**config.mk**
```make
export PLATFORM = sky130hd
export DESIGN_NAME = fifo_ctrl
export DESIGN_NICKNAME = d
export VERILOG_FILES = /design/src/rtl/fifo_ctrl.sv
export SDC_FILE = /design/constraint.sdc
export NUM_CORES = 1
export LEC_CHECK = 0
export ABC_AREA = 1
export BUFFER_PORTS_ARGS = -buffer_cell sky130_fd_sc_hd__clkbuf_2
export CORE_AREA = 4 4 41 43
export DETAILED_ROUTE_END_ITERATION = 16
export DIE_AREA = 0 0 45 47
export PLACE_DENSITY = 0.63
export SLEW_MARGIN = 10
export SYNTH_ARGS = -nofsm -noshare
export SYNTH_HDL_FRONTEND = slang
export SYNTH_SLANG_ARGS = --single-unit
```
**constraint.sdc**
```tcl
create_clock -name i_clk -period 3.64 [get_ports i_clk]
set_input_delay 0.364 -clock i_clk [delete_from_list [all_inputs] [get_ports i_clk]]
set_output_delay 0.364 -clock i_clk [all_outputs]
set_load 0.1 [all_outputs]
```
**src/rtl/fifo_ctrl.sv**
```systemverilog
// Pointer and flag controller that turns reg_file_dyn into a first-word-fall-through FIFO.
// Optional occupancy output o_fill_count is enabled by defining FIFO_CTRL_COUNT_EN.
module fifo_ctrl #(
    parameter int ADDR_WIDTH = 2
) (
    input  logic                  i_clk,
    input  logic                  i_rst,
    input  logic                  i_wr,
    input  logic                  i_rd,
    output logic                  o_rf_write_en,
    output logic [ADDR_WIDTH-1:0] o_write_addr,
    output logic [ADDR_WIDTH-1:0] o_read_addr,
`ifdef FIFO_CTRL_COUNT_EN
    output logic [ADDR_WIDTH:0]   o_fill_count,
`endif
    output logic                  o_full,
    output logic                  o_empty,
    output logic                  o_overflow,
    output logic                  o_underflow
);

    localparam logic [ADDR_WIDTH-1:0] PTR_ONE = {{(ADDR_WIDTH-1){1'b0}}, 1'b1};

    logic [ADDR_WIDTH-1:0] wr_ptr_q, wr_ptr_d;
    logic [ADDR_WIDTH-1:0] rd_ptr_q, rd_ptr_d;
    logic                  full_q, full_d;
    logic                  empty_q, empty_d;
    logic                  overflow_q, overflow_d;
    logic                  underflow_q, underflow_d;
    logic                  push_ok_s;
    logic                  pop_ok_s;
    logic [ADDR_WIDTH-1:0] wr_ptr_inc_s;
    logic [ADDR_WIDTH-1:0] rd_ptr_inc_s;
`ifdef FIFO_CTRL_COUNT_EN
    logic [ADDR_WIDTH:0]   count_q, count_d;
    localparam logic [ADDR_WIDTH:0] CNT_ONE = {{ADDR_WIDTH{1'b0}}, 1'b1};
`endif

    // Accept/reject decisions and next-state for pointers, flags and pulses
    always_comb begin
        wr_ptr_d     = wr_ptr_q;
        rd_ptr_d     = rd_ptr_q;
        full_d       = full_q;
        empty_d      = empty_q;
        wr_ptr_inc_s = wr_ptr_q + PTR_ONE;
        rd_ptr_inc_s = rd_ptr_q + PTR_ONE;
        // A push while full is only legal when the head is popped in the same cycle
        push_ok_s    = i_wr & (~full_q | i_rd);
        pop_ok_s     = i_rd & ~empty_q;
        overflow_d   = i_wr & ~push_ok_s;
        underflow_d  = i_rd & empty_q & ~i_wr;

        case ({push_ok_s, pop_ok_s})
            2'b10: begin
                wr_ptr_d = wr_ptr_inc_s;
                empty_d  = 1'b0;
                full_d   = (wr_ptr_inc_s == rd_ptr_q);
            end
            2'b01: begin
                rd_ptr_d = rd_ptr_inc_s;
                full_d   = 1'b0;
                empty_d  = (rd_ptr_inc_s == wr_ptr_q);
            end
            2'b11: begin
                wr_ptr_d = wr_ptr_inc_s;
                rd_ptr_d = rd_ptr_inc_s;
            end
            default: begin
                wr_ptr_d = wr_ptr_q;
                rd_ptr_d = rd_ptr_q;
            end
        endcase
    end

`ifdef FIFO_CTRL_COUNT_EN
    // Occupancy moves only when exactly one side of the transfer is accepted
    always_comb begin
        case ({push_ok_s, pop_ok_s})
            2'b10:   count_d = count_q + CNT_ONE;
            2'b01:   count_d = count_q - CNT_ONE;
            default: count_d = count_q;
        endcase
    end

    // Occupancy register
    always_ff @(posedge i_clk) begin
        if (i_rst) begin
            count_q <= {(ADDR_WIDTH+1){1'b0}};
        end else begin
            count_q <= count_d;
        end
    end

    assign o_fill_count = count_q;
`endif

    // Pointer, flag and error-pulse registers
    always_ff @(posedge i_clk) begin
        if (i_rst) begin
            wr_ptr_q    <= {ADDR_WIDTH{1'b0}};
            rd_ptr_q    <= {ADDR_WIDTH{1'b0}};
            full_q      <= 1'b0;
            empty_q     <= 1'b1;
            overflow_q  <= 1'b0;
            underflow_q <= 1'b0;
        end else begin
            wr_ptr_q    <= wr_ptr_d;
            rd_ptr_q    <= rd_ptr_d;
            full_q      <= full_d;
            empty_q     <= empty_d;
            overflow_q  <= overflow_d;
            underflow_q <= underflow_d;
        end
    end

    assign o_rf_write_en = push_ok_s & ~i_rst;
    assign o_write_addr  = wr_ptr_q;
    assign o_read_addr   = rd_ptr_q;
    assign o_full        = full_q;
    assign o_empty       = empty_q;
    assign o_overflow    = overflow_q;
    assign o_underflow   = underflow_q;

endmodule

```
# [Word level (Yosys, flattened, before mapping)]
# Index checks and enable logic that the tools add are counted.
# Widths: inputs -> output; s select.
[op_classes] n_addsub=2 eq_ne=5 muxes=2 bitwise_logic=12 reduce_logical=3
[op_table] cell="$and 1x1->1" count=6
[op_table] cell="$not 1->1" count=5
[op_table] cell="$add 2x1->2 const B" count=2
[op_table] cell="$eq 2x2->1" count=2
[op_table] cell="$eq 2x2->1 const B" count=2
[op_table] cell="$pmux 1 s2" count=2
[op_table] cell="$reduce_or 2->1" count=2
[op_table] cell="$eq 2x1->1 const B" count=1
[op_table] cell="$reduce_bool 2->1" count=1
[op_table] cell="$or 1x1->1" count=1
[totals] reg_bits=8 in_bits=4 out_inout_bits=9 wordCells=30

# [Depth between registers and ports, before layout]
[depth] depth_word=5 ltp_mapped=7

# [Worst setup path after synthesis]
# No wires, ideal clock.
[synth_timing] path_type="reg-to-output" startpoint="register full_q (netlist: o_full)" endpoint="output port o_rf_write_en" t_arrival_ns=2.236 slack_ns=1.040 path_stages_with_launch=4 path_cell_list="dfxtp_1 > nand2_1 > nand2_2 > nor2_1"
[synth_via] elab_chain_len=4
[synth_rtl] item="from (decl)" line="26" source="logic full_q, full_d;"
[synth_rtl] item="from (signal assigned)" line="109" source="full_q <= full_d;"
[synth_rtl] item="$not 1->1" line="48" source="push_ok_s = i_wr & (~full_q | i_rd);"
[synth_rtl] item="$or 1x1->1" line="48"
[synth_rtl] item="$and 1x1->1" line="48"
[synth_rtl] item="$and 1x1->1" line="116" source="assign o_rf_write_en = push_ok_s & ~i_rst;"
[synth_rtl] item="to (decl)" line="10" source="output logic o_rf_write_en,"
# Every way passes these cells.

# [Worst setup path after layout]
# Ends and elaborated chain as after synthesis.

==> summary.txt <==
Run status
  – Outcome: complete, no violations

Global routing
  – Largest net degree at the start of global routing: 7
  – Vias in the first global route: around 370
  – Initial antenna violation count: 0
  – Tot GR Track Use: between 10% and 20%
  – GR Overflow Total: 0
  – First-pass GRT wire length: approximately 1600 um

Synth
  – Simple-gate share of the synthesized area: just under 30%
  – Post-synthesis mux area share: 0%
  – Mapped Nets: 60
  – Post-synthesis adder-cell area fraction: around 3.1%
  – Synthesis Warnings: 0
  – Mapped Cells: 55
  – Combinational family with the most area after synthesis: simple AND/OR/NAND/NOR gates
  – Syn Area/Cell: 7.23 um^2
  – Synth cell types: 18
  – Synth top area cells: dfxtp_1 40%, nand2_1 10%, a21oi_1 7.5%
  – Leading area contributor after synthesis: dfxtp_1
  – Register area share after synthesis: about two fifths
  – Yosys reg bits: 8
  – Cell area after synthesis: just under 400 um^2
  – Post-Synth XOR/XNOR Area: about 2.2%
  – Top cell type's share of synthesized area: 40.3%
  – Complex-gate fraction of the synthesized area: a little under a fifth

Clocking
  – TritonCTS Buffers: 3
  – Post-CTS sizing: 0
  – Worst-path clk slew: 0.06 ns
  – CTS Buffer Depth: 2
  – Clock H-tree levels: 1
  – Clk sinks: 8
  – Hold buffer count at CTS: 0
  – CTS tree: done
  – Root Buffer: clkbuf_4
  – Post-CTS Setup Inserts: 0
  – Clk Latency, worst-skew pair: around 0.26 ns

Timing
  – Slew @ Worst Pin: between 0.5 and 0.6 ns
  – Final WS setup: approximately 2.0 ns
  – FMAX: 595 MHz
  – Slew margin rel.: between 60% and 70%
  – Slew Viols, Final: 0
  – Final worst path period need: ~1.7 ns
  – Fin. Hold Viols: 0
  – Worst Skew: between 0.006 and 0.007 ns
  – Final Cycle Share: between 40% and 50%
  – Unrepaired setup endpoints after global routing: false
  – Setup_tns: 0 ns
  – Final Setup Violations: 0

Die
  – Core footprint: around 1300 um^2
  – Top Ports: 13
  – Die X-Extent: 45 um
  – FP Rows: 13
  – Die Area: ~2100 um^2
  – Die height: about 47 um
  – Initial Util: 30.6%

Placement
  – Routability congestion estimate: 0.813
  – I/O Buffers: 12
  – Cells after DPL: 82
  – DPL Wire Length: 696 um
  – Place WS: 2.04 ns
  – Area post-placement: 477 um^2

Finish
  – Most common cell after layout, fill and taps aside: clkbuf_2
  – Nets: 77
  – Non-Filler Instances: 85
  – Commonest cells after routing, fill and taps aside: 12 x clkbuf_2, 11 x nand2_1, 8 x dfxtp_1
  – Fin area: about 500 um^2
  – Syn-to-layout area delta: 25.5%
  – Proportion of layout cells with a drive suffix above 1: 37.1%
  – N_diodes: 0

Routing
  – WL final: 887 um
  – DRT antenna net count: 0
  – Vias: 390
  – Pre-antenna DRT Iters: 3
  – WL/cell: 10.4 um
  – Highest metal used: met4
  – Total length of routed met2 wires: ~400 um
  – Met1 WL: approximately 400 um
  – Post-route DRC: 0
  – Iteration-0 DRC Markers: 2
  – DR WL met3: ~67 um
  – Post-DR vias/cell: ~4.6

Critical path
  – Critical path arrival: about 1.3 ns
  – Critical-path top delay cell: clkbuf_2
  – Max FO, Critical Path: 6
  – CP startpoint kind: flip-flop
  – Crit path kind: reg -> out
  – Worst setup EP type: output pin
  – Crit-path max cell delay: about 0.46 ns
  – Critical path, cell by cell: nand2_1 > nand2_2 > nor2_1 > clkbuf_2
  – WP data required: about 3.3 ns

Job
  – Max-cap violations: 0

Power
  – VDD IR max: about 0.18 mV
  – PwrDens: ~570 nW/um^2
  – Pleak: about 0.00024 uW

Min path
  – Hold Crit Class: in -> reg
==> cells by family after synthesis <==
kind of cell	after synthesis
AND/OR/NAND/NOR	25
AO/OA/AOI/OAI	13
flip-flops	8
buffers and inverters	7
XOR/XNOR	1
adder cells (fa/ha/maj)	1
==> flip-flops by register name (all words and copies together) (netlist names) <==
signal / cells
o_overflow: 1
o_full: 1
o_read_addr: 2
o_underflow: 1
o_write_addr: 2
o_empty: 1
==> final timing paths <==
path | slack, ns | cells past startpoint | start | endpoint
max reg2reg | 2.40 | 6 | o_full | o_empty
min reg2reg | 0.51 | 2 | o_empty | o_underflow
min | 0.32 | 2 | i_wr | o_underflow
max | 1.96 | 4 | o_full | o_rf_write_en
==> synth_stat cells (all sizes together) <==
library cell / count
inv: 7
xnor2: 1
nor3: 1
nor2: 7
nand4: 1
ha: 1
nand2: 14
o21ai: 6
a21oi: 7
nand3: 2
dfxtp: 8
==> stage by stage <==
stage | hold slack (ns) | util (%) | power [uW]
after floorplan | 0.433 | - | 200
after global placement | 0.486 | 36.6 | 218
after detailed placement | 0.489 | 36.6 | 218
after CTS | 0.310 | 38.4 | 291
after global routing | 0.330 | 38.4 | 303
final | 0.318 | 38.4 | 287
==> critical path, delay by kind of cell, from the launching register on <==
| kind | cells | cell delay [ns] |
|---|---|---|
| buffers and inverters | 1 | 0.46 |
| AND/OR/NAND/NOR | 3 | 0.28 |
| flip-flops | 1 | 0.32 |
==> layer usage <==
| metal | vias to the layer above | GRT usage [%] |
|---|---|---|
| li1 | 209 | - |
| met1 | 167 | 12.7 |
| met2 | 12 | 16.1 |
| met3 | 2 | 5.75 |
| met4 | 0 | 5.26 |
| met5 | - | 0 |
==> where the power goes <==
part / internal [uW] / switching (uW) / total [uW]
sequential: 95.5 / 8.95 / 104
combinational: 21.3 / 90.4 / 112
clock: 37.9 / 32.8 / 70.7
total: 155 / 132 / 287
==> layout make-up <==
| cell class | instances | area (um^2) |
|---|---|---|
| flip-flops and latches | 8 | 160 |
| clock buffers | 3 | 22.5 |
| well taps | 15 | 18.8 |
| fillers | 141 | 802 |
| repair buffers | 12 | 60.1 |
| inverters | 7 | 26.3 |
| multi-input cells | 40 | 211 |
No activity file was read; power rests on OpenSTA's default activity.
